$ cat src/rtl/forward_registered_burst.sv
// forward_registered_burst
// Forward-registered valid/ready slice that carries exactly DEPTH beats per
// burst. Data and valid toward the sink are registered. Ready toward the
// producer is combinational. A start pulse arms a burst. The final beat
// carries dst_last, and done pulses once the sink takes that beat.
// Optional feature macro: FWD_REG_STALL_CNT_EN adds the stall_cnt output,
// a saturating count of cycles in which the sink held back a pending beat.
module forward_registered_burst #(
    parameter int WIDTH = 8,
    parameter int DEPTH = 256
) (
    input  logic             clk,
    input  logic             s_rst,
    input  logic             start,
    input  logic             src_vaild,
    input  logic [WIDTH-1:0] src_data_in,
    output logic             src_ready,
    input  logic             dst_ready,
    output logic             dst_vaild,
    output logic [WIDTH-1:0] dst_data_out,
    output logic             dst_last,
    output logic             busy,
    output logic             done
`ifdef FWD_REG_STALL_CNT_EN
    ,
    output logic [15:0]      stall_cnt
`endif
);

    localparam int CW = $clog2(DEPTH + 1);
    localparam logic [CW-1:0] LAST_IDX = CW'(DEPTH - 1);

    typedef enum logic [1:0] {
        IDLE  = 2'd0,
        RUN   = 2'd1,
        DRAIN = 2'd2
    } state_t;

    state_t          state;
    logic [CW-1:0]   beat_cnt;
    logic            accept;

    // Ready is live only in RUN, when the output register is empty or draining this cycle
    assign src_ready = (state == RUN) && (!dst_vaild || dst_ready);
    assign accept    = src_vaild && src_ready;

    // Burst FSM with the registered sink-side outputs
    always_ff @(posedge clk) begin
        if (s_rst) begin
            state        <= IDLE;
            beat_cnt     <= '0;
            dst_vaild    <= 1'b0;
            dst_data_out <= '0;
            dst_last     <= 1'b0;
            busy         <= 1'b0;
            done         <= 1'b0;
        end else begin
            done <= 1'b0;
            case (state)
                IDLE: begin
                    if (start) begin
                        state    <= RUN;
                        beat_cnt <= '0;
                        busy     <= 1'b1;
                    end
                end
                RUN: begin
                    if (accept) begin
                        dst_data_out <= src_data_in;
                        dst_vaild    <= 1'b1;
                        beat_cnt     <= beat_cnt + CW'(1);
                        if (beat_cnt == LAST_IDX) begin
                            dst_last <= 1'b1;
                            state    <= DRAIN;
                        end
                    end else if (dst_ready) begin
                        dst_vaild <= 1'b0;
                    end
                end
                DRAIN: begin
                    if (dst_vaild && dst_ready) begin
                        dst_vaild <= 1'b0;
                        dst_last  <= 1'b0;
                        done      <= 1'b1;
                        busy      <= 1'b0;
                        state     <= IDLE;
                    end
                end
                default: begin
                    state <= IDLE;
                end
            endcase
        end
    end

`ifdef FWD_REG_STALL_CNT_EN
    // Saturating count of sink back-pressure cycles, restarted by each accepted start
    always_ff @(posedge clk) begin
        if (s_rst) begin
            stall_cnt <= 16'd0;
        end else if (state == IDLE && start) begin
            stall_cnt <= 16'd0;
        end else if (busy && dst_vaild && !dst_ready && stall_cnt != 16'hFFFF) begin
            stall_cnt <= stall_cnt + 16'd1;
        end
    end
`endif

endmodule

$ cat config.mk
export PLATFORM = sky130hd
export DESIGN_NAME = forward_registered_burst
export DESIGN_NICKNAME = d
export VERILOG_FILES = /design/src/rtl/forward_registered_burst.sv
export SDC_FILE = /design/constraint.sdc
export NUM_CORES = 1
export LEC_CHECK = 0
export ABC_AREA = 1
export BUFFER_PORTS_ARGS = -buffer_cell sky130_fd_sc_hd__buf_2
export CAP_MARGIN = 20
export CORE_MARGIN = 4
export CORE_UTILIZATION = 51
export DETAILED_ROUTE_END_ITERATION = 8
export PLACE_DENSITY = 0.84
export SLEW_MARGIN = 20
export SYNTH_ARGS = -nofsm -noshare
export SYNTH_HDL_FRONTEND = slang
export SYNTH_SLANG_ARGS = --single-unit
$ cat constraint.sdc
create_clock -name clk -period 1.9 [get_ports clk]
set_input_delay 0.285 -clock clk [delete_from_list [all_inputs] [get_ports clk]]
set_output_delay 0.285 -clock clk [all_outputs]
set_load 0.05 [all_outputs]
==> results.sh, run 1 <==
export IMPL_nNetsFinal=185
export IMPL_drt_total_wl_microns=2040
export IMPL_io_buffers=25
export IMPL_clock_skew_ns=0.004930
export IMPL_core_area_sq_um=1962
export IMPL_dieArea_sq_um=2842
export IMPL_hpwlAfterDp_microns=1561
export IMPL_synth_warnings=0
export IMPL_dp_cells=192
export IMPL_power_density_nw_per_um2=777.7
export IMPL_setup_violations=0
export IMPL_ctsResizeCount=0
export IMPL_grt_pass1_wl_microns=3650
export IMPL_syn_inst=143
export IMPL_remaining_drc_errors=0
export IMPL_critical_path_max_fanout=8
export IMPL_floorplan_rows=16
export IMPL_clkSlewWorstSetupHoldPaths_ns=0.13
export IMPL_antenna_found_initial=0
export IMPL_grt_start_max_net_pins=16
export IMPL_mostFrequentLayoutCells="nand2_1, buf_2, dfxtp_1"
export IMPL_htree_levels=1
export IMPL_cts_buffers=3
export IMPL_cts_root_buffer="clkbuf_4"
export IMPL_synth_seq_cells=23
export IMPL_min_path_type="in -> reg"
export IMPL_start_util_pct=53.38
export IMPL_synth_seq_area_share_pct=43.97
export IMPL_min_from="src_data_in[2]"
export IMPL_synthesis_area_sq_um=1047
export IMPL_drtIter0Drc=16
export IMPL_p_leak_nw=0.5473
export IMPL_status="finished clean"
export IMPL_synth_avg_cell_area_sq_um=7.323
export IMPL_drive_gt1_share_pct=23.08
export IMPL_die_w_microns=53.32
export IMPL_max_slew_margin_rel_pct=82.88
export IMPL_syn_num_nets=158
export IMPL_num_vias=957
export IMPL_firstDrtPassIters=4
export IMPL_ir_drop_mv=0.6344
export IMPL_layout_commonest_cell="nand2_1"
export IMPL_start_kind="flop"
export IMPL_gr_usage_all_layers_pct=17.23
export IMPL_crit_start="state[0]"
export IMPL_die_height_microns=53.32
export IMPL_clock_sinks=23
export IMPL_io_pins=26
export IMPL_num_antenna_cells=0
export IMPL_r2r_slack_ns=0.34
export IMPL_fin_crit_sh_pct=83.71
export IMPL_ant_nets=0
export IMPL_cts_path_max_buffers=2
export IMPL_worstSkewPairLatency_ns=0.31
export IMPL_wire_per_inst_microns=10.41
export IMPL_layoutNonFillerInstCount=196
export IMPL_synthFlopType="dfxtp_1"
export IMPL_fin_crit_ns=1.590
export IMPL_slew_violations=0
export IMPL_synth_edf_count=0
export IMPL_drv_cap=0
export IMPL_cts_hold_buf=0
export IMPL_final_hold_viol_count=0
export IMPL_crit_arrival_ns=1.31
export IMPL_place_gp_congestion=0.8662
export IMPL_viasPerCell=4.883
export IMPL_min_to="dst_data_out[2]"
export IMPL_syn_to_final_growth_pct=15.29
export IMPL_r2r_end="beat_cnt[8]"
export IMPL_rsz0062_at_grt="false"
export IMPL_critPathRequiredTime_ns=1.62
export IMPL_holdPathStages=3
export IMPL_globalRoute_totalOverflow=0
export IMPL_setup_tns_ns=0
export IMPL_cts_setup_buffers=0
export IMPL_worstReg2RegStart="beat_cnt[0]"
export IMPL_worstMarginPinSlew_ns=0.2565
export IMPL_grt_pass1_vias=910
export IMPL_async_flop_share_pct=0
export IMPL_reg2regPathDepth=9
export IMPL_worst_setup_path_type="reg -> out"
export IMPL_ys_types=21
export IMPL_timing_fmax_ghz=0.6287
export IMPL_cts_tree="done"
export IMPL_cp_end_kind="primary output"
==> metrics by stage <==
stage                     worst slack [ns]  total power [mW]  hold slack, ns  area, sq um  utilization, %
after detailed placement            0.3793            0.7231          0.4534         1180           60.14
after global placement              0.4520            0.7174          0.4498         1180           60.14
after CTS                           0.3011            0.9466          0.1966         1207           61.54
final                               0.3095            0.9390          0.2034         1207           61.54
after floorplan                     0.4314            0.6819          0.3541         1047               -
after global routing                0.1262            0.9876          0.1908         1207           61.54
==> flip-flops by register name, indices dropped and copies added, names as in the netlist <==
signal,count
dst_vaild,1
dst_data_out,8
done,1
state,2
dst_last,1
beat_cnt,9
busy,1
==> cells in the mapped netlist (2+ instances only) <==
library cell	number	area, sq um
nand2_1	46	172.7
dfxtp_1	23	460.4
nor2_1	19	71.32
a21oi_1	16	80.08
inv_1	10	37.54
nand3_1	5	25.02
inv_2	3	11.26
o21ai_1	3	15.01
a21oi_2	2	17.52
buf_6	2	22.52
ha_1	2	25.02
o211ai_1	2	15.01
o21ai_0	2	10.01
==> critical path: stages (launching register included) <==
cell     delay, ns
dfxtp_1       0.39
inv_2         0.08
nor2_8        0.15
nand2_1       0.07
inv_1         0.05
buf_2         0.25
==> report_power, final <==
part / switching [mW] / internal [mW]
combinational: 0.138 / 0.0549
sequential: 0.0155 / 0.504
clock: 0.148 / 0.0788
==> how the worst max path moves through the flow <==
stage | end | slack [ns] | depth (start not counted)
after global routing | beat_cnt[8] | 0.13 | 9
after CTS | src_ready | 0.30 | 5
after detailed placement | beat_cnt[8] | 0.38 | 9
after global placement | beat_cnt[8] | 0.45 | 9
after floorplan | beat_cnt[5] | 0.43 | 6
final | src_ready | 0.31 | 5
==> layer usage <==
layer | track usage, % | wire, microns
met5 | 0 | 0
met4 | 7.660 | 21
met3 | 4.507 | 99
met2 | 30.00 | 1046
met1 | 19.35 | 872
==> kinds of logic (layout without fill, tap and decap cells) <==
family / count (synthesis) / count (layout) / synth area share (%)
AOI/OAI and AO/OA: 26 / 26 / 13.86
adders and majority gates: 2 / 2 / 2.389
buffers and inverters: 16 / 42 / 7.168
DFF: 23 / 23 / 43.97
and+or+nand+nor: 76 / 76 / 32.62
==> layout make-up <==
cell class / count / area (sq um)
Fill cell: 201 / 754.5
Multi-Input combinational cell: 104 / 511.7
Sequential cell: 23 / 460.4
Timing Repair Buffer: 25 / 125.1
Inverter: 13 / 48.80
Tap cell: 27 / 33.78
Clock buffer: 3 / 22.52
Clock inverter: 1 / 5.005
Power figures use the tool's default switching activity.
==> run 2: changes to the inputs <==
clock period = 1.6 ns   (was 1.9 ns; I/O delays follow)
==> run 2 against run 1 <==
  * First-iteration DRC count fell by 38%
  * Sequential power increased by 19%
  * Utilization increased by 1.0 points
  * Worst setup slack worse by 0.23 ns
  * Sequential cell count is the same
  * Count of clock-buffer cells in the layout is the same
  * Routed wire length up 0.88%
  * Clock power increased by 20%
  * Power up 19%
  * Die area unchanged
  * Critical endpoint unchanged
  * Largest cell class unchanged
  * Largest power group unchanged
==> results.sh, run 2 (synthesis results as in run 1) <==
export IMPL_place_gp_congestion=0.8662
export IMPL_worstSkewPairLatency_ns=0.32
export IMPL_crit_arrival_ns=1.28
export IMPL_cp_end_kind="primary output"
export IMPL_start_kind="flop"
export IMPL_start_util_pct=53.38
export IMPL_clock_sinks=23
export IMPL_largest_reg_flops=9
export IMPL_wl_met2_microns=1061
export IMPL_worstMarginPinSlew_ns=0.2566
export IMPL_wire_per_inst_microns=10.50
export IMPL_fin_crit_sh_pct=95.06
export IMPL_setup_violations=0
export IMPL_status="finished clean"
export IMPL_mostFrequentLayoutCells="nand2_1, buf_2, dfxtp_1"
export IMPL_io_buffers=25
export IMPL_drive_gt1_share_pct=26.63
export IMPL_io_pins=26
export IMPL_core_area_sq_um=1962
export IMPL_critPathRequiredTime_ns=1.36
export IMPL_cts_tree="done"
export IMPL_clock_skew_ns=0.006126
export IMPL_dp_cells=192
export IMPL_critical_path_max_fanout=8
export IMPL_drtIter0Drc=10
export IMPL_top_layer="met4"
export IMPL_hpwlAfterDp_microns=1561
export IMPL_firstDrtPassIters=4
export IMPL_met1Wirelength_microns=873
export IMPL_antenna_found_initial=0
export IMPL_largestRegisters="beat_cnt x9, dst_data_out x8, state x2"
export IMPL_viasPerCell=4.852
export IMPL_totalPowerFinal_mw=1.122
export IMPL_slew_violations=0
export IMPL_num_vias=951
export IMPL_fin_util_pct=62.56
export IMPL_nNetsFinal=185
export IMPL_layout_commonest_cell="nand2_1"
export IMPL_final_hold_viol_count=0
export IMPL_wl_met3_microns=101
export IMPL_fin_crit_ns=1.521
export IMPL_gr_usage_all_layers_pct=17.23
export IMPL_min_path_type="in -> reg"
export IMPL_worstReg2RegStart="beat_cnt[0]"
export IMPL_die_height_microns=53.32
export IMPL_max_slew_margin_rel_pct=82.89
export IMPL_floorplan_rows=16
export IMPL_reg2regPathDepth=9
export IMPL_holdPathStages=3
export IMPL_top_register="beat_cnt"
export IMPL_num_antenna_cells=0
export IMPL_rsz0062_at_grt="false"
export IMPL_grt_pass1_wl_microns=3650
export IMPL_remaining_drc_errors=0
export IMPL_globalRoute_totalOverflow=0
export IMPL_setup_tns_ns=0
export IMPL_syn_to_final_growth_pct=17.20
export IMPL_htree_levels=1
export IMPL_drt_total_wl_microns=2058
export IMPL_min_from="src_data_in[2]"
export IMPL_cts_hold_buf=0
export IMPL_p_leak_nw=0.5470
export IMPL_crit_start="state[0]"
export IMPL_dieArea_sq_um=2842
export IMPL_fin_hold_ws_ns=0.1571
export IMPL_grt_start_max_net_pins=16
export IMPL_ir_drop_mv=0.7594
export IMPL_ant_nets=0
export IMPL_clkSlewWorstSetupHoldPaths_ns=0.13
export IMPL_timing_fmax_ghz=0.6575
export IMPL_cts_root_buffer="clkbuf_4"
export IMPL_drv_cap=0
export IMPL_cts_buffers=3
export IMPL_die_w_microns=53.32
export IMPL_layoutNonFillerInstCount=196
export IMPL_grt_pass1_vias=910
export IMPL_worst_setup_path_type="reg -> out"
export IMPL_cts_path_max_buffers=2
export IMPL_power_density_nw_per_um2=913.9
==> run 2: path summary, 6_finish.rpt <==
check | end | slack [ns]
setup reg to reg | beat_cnt[8] | 0.15
setup / recovery | src_ready | 0.08
hold reg to reg | dst_data_out[3] | 0.47
hold / removal | dst_data_out[2] | 0.16
==> run 2: area by class of cell <==
cell class | count | area (sq um)
timing repair buffer | 25 | 127.6
multi-input combinational | 104 | 521.8
fill | 194 | 734.5
clock buffer | 3 | 22.52
clock inverter | 1 | 5.005
tap | 27 | 33.78
sequential | 23 | 467.9
inverter | 13 | 48.80
==> run 2: what timing repair did <==
item | 4_1_cts | 5_1_grt
buffers inserted | 0 | 0
resized for setup | 0 | 9
endpoints found under the setup margin | 0 | 5
==> run 2: through the flow <==
step | setup WS, ns | area [sq um]
after floorplan | 0.1314 | 1047
after global placement | 0.1521 | 1180
after detailed placement | 0.07930 | 1180
after CTS | 0.03065 | 1207
after global routing | 0.004839 | 1227
final | 0.07902 | 1227
==> run 2: metal layers <==
metal  track usage [%]  vias to the layer above
li1                  -                      508
met1             19.35                      422
met2             30.00                       18
met3             4.507                        3
met4             7.660                        0
met5                 0                        -
==> run 2: critical path: stages (launching register included) <==
cell      delay [ns]
dfxtp_1         0.39
inv_2           0.08
nor2_8          0.15
nand2_1         0.07
inv_1           0.05
clkbuf_4        0.21
==> run 2: power breakdown <==
group	total [mW]	switching, mW	internal (mW)
Combinational	0.232	0.165	0.0675
Sequential	0.618	0.0185	0.599
Clock	0.272	0.178	0.0936
Total	1.12	0.361	0.760
==> run 3: changes to the inputs <==
CORE_UTILIZATION = 40   (was 51)
PLACE_DENSITY = 0.7   (was 0.84)
RECOVER_POWER = 100   (was not set)
==> run 3 against run 2 <==
  * Sequential cell count unchanged
  * Sequential share of layout area up 0.099 points
  * Non-clock buffer count up 1
  * Highest routed layer unchanged
  * Largest cell class unchanged
  * Cell area down 1.3%
  * Largest power group unchanged
  * Worst hold slack about the same
  * Critical endpoint unchanged
  * Combinational power up 2%
==> results.sh, run 3 (synthesis results as in run 1) <==
export IMPL_status="finished clean"
export IMPL_globalRoute_totalOverflow=0
export IMPL_dp_cells=195
export IMPL_slew_violations=0
export IMPL_fin_util_pct=48.89
export IMPL_critical_path_max_fanout=8
export IMPL_crit_arrival_ns=1.27
export IMPL_cts_path_max_buffers=2
export IMPL_num_antenna_cells=0
export IMPL_htree_levels=1
export IMPL_max_slew_margin_rel_pct=59.76
export IMPL_die_height_microns=59.17
export IMPL_slowest_stage="dfxtp_1"
export IMPL_p_leak_nw=0.5045
export IMPL_clkSlewWorstSetupHoldPaths_ns=0.12
export IMPL_worst_path_buf_inv=3
export IMPL_final_area_sq_um=1211
export IMPL_min_path_type="in -> reg"
export IMPL_layout_commonest_cell="nand2_1"
export IMPL_timing_fmax_ghz=0.6602
export IMPL_die_w_microns=59.17
export IMPL_gr_usage_all_layers_pct=13.68
export IMPL_worstSkewPairLatency_ns=0.31
export IMPL_cts_hold_buf=0
export IMPL_grt_pass1_wl_microns=3774
export IMPL_dieArea_sq_um=3501
export IMPL_drive_gt1_share_pct=17.65
export IMPL_largest_reg_flops=9
export IMPL_fin_crit_ns=1.515
export IMPL_worstMarginPinSlew_ns=0.6062
export IMPL_ant_nets=0
export IMPL_clock_sinks=23
export IMPL_antenna_found_initial=0
export IMPL_cpPeakStageDelay_ns=0.38
export IMPL_top_register="beat_cnt"
export IMPL_start_util_pct=42.27
export IMPL_cts_root_buffer="clkbuf_4"
export IMPL_grt_pass1_vias=930
export IMPL_critPathRequiredTime_ns=1.36
export IMPL_layoutNonFillerInstCount=200
export IMPL_hpwlAfterDp_microns=1655
export IMPL_largestRegisters="beat_cnt x9, dst_data_out x8, state x2"
export IMPL_start_kind="flop"
export IMPL_path_delay_family="flip-flops"
export IMPL_cts_buffers=3
export IMPL_core_area_sq_um=2477
export IMPL_syn_to_final_growth_pct=15.65
export IMPL_setup_violations=0
export IMPL_power_density_nw_per_um2=926.3
export IMPL_cp_cell_sequence="inv_2 -> nor2_8 -> nand2_1 -> inv_1 -> clkbuf_4"
export IMPL_final_hold_viol_count=0
export IMPL_r2r_slack_ns=0.15
export IMPL_clock_skew_ns=0.002221
export IMPL_io_buffers=25
export IMPL_ir_drop_mv=0.5372
export IMPL_firstDrtPassIters=4
export IMPL_fin_crit_sh_pct=94.66
export IMPL_setup_tns_ns=0
export IMPL_drt_total_wl_microns=2213
export IMPL_grt_start_max_net_pins=16
export IMPL_fin_hold_ws_ns=0.1570
export IMPL_place_gp_congestion=0.8043
export IMPL_floorplan_rows=18
export IMPL_viasPerCell=4.960
export IMPL_worst_setup_path_type="reg -> out"
export IMPL_num_vias=992
export IMPL_placed_cell_area_sq_um=1184
export IMPL_cp_end_kind="primary output"
export IMPL_drtIter0Drc=23
export IMPL_fill_cells=268
export IMPL_rsz0062_at_grt="false"
export IMPL_mostFrequentLayoutCells="nand2_1, dfxtp_1, nor2_1"
export IMPL_io_pins=26
export IMPL_wire_per_inst_microns=11.07
export IMPL_cts_tree="done"
export IMPL_remaining_drc_errors=0
export IMPL_drv_cap=0
export IMPL_nNetsFinal=186
==> run 3: repair_timing <==
item                                    CTS  global route
endpoints found under the setup margin    0             5
buffers inserted                          0             1
gates resized for setup                   0             4
==> run 3: final timing paths <==
check,start,end,depth (start not counted)
setup / recovery,state[0],src_ready,5
hold / removal,src_data_in[2],dst_data_out[2],3
setup reg to reg,beat_cnt[1],beat_cnt[8],9
hold reg to reg,dst_data_out[3],dst_data_out[3],2
==> run 3: worst register-to-register path, stage by stage, from the launching register on <==
cell     delay (ns)
dfxtp_2        0.37
ha_1           0.19
nand2_2        0.09
nor2_1         0.12
nand2_1        0.08
nor2_1         0.09
ha_1           0.23
nor2_1         0.10
nor2_1         0.05
nor2_1         0.09
==> run 3: through the flow <==
step / setup slack, ns / total power [mW]
floorplan: 0.1314 / 0.8098
global placement: 0.1376 / 0.8532
detailed placement: 0.08361 / 0.8615
CTS: 0.04440 / 1.124
global route: 0.005052 / 1.181
finish: 0.08537 / 1.122
==> run 3: layout make-up <==
class | instances | area, sq um | share of cell area (%)
well taps | 30 | 37.54 | 3.099
multi-input cells | 104 | 514.2 | 42.46
repair buffers | 26 | 121.4 | 10.02
flip-flops and latches | 23 | 462.9 | 38.22
inverters | 13 | 48.80 | 4.029
clock buffers | 4 | 26.28 | 2.169
==> run 3: report_power, final <==
part / total, mW / switching [mW] / internal [mW]
combinational: 0.236 / 0.169 / 0.0666
sequential: 0.616 / 0.0165 / 0.600
clock: 0.270 / 0.173 / 0.0975
==> run 3: metal layers <==
metal / vias up / routed length [microns] / GRT usage [%]
li1: 511 / - / -
met1: 450 / 961 / 16.13
met2: 28 / 1111 / 25.24
met3: 3 / 114 / 2.179
met4: 0 / 25 / 3.883
met5: - / 0 / 0
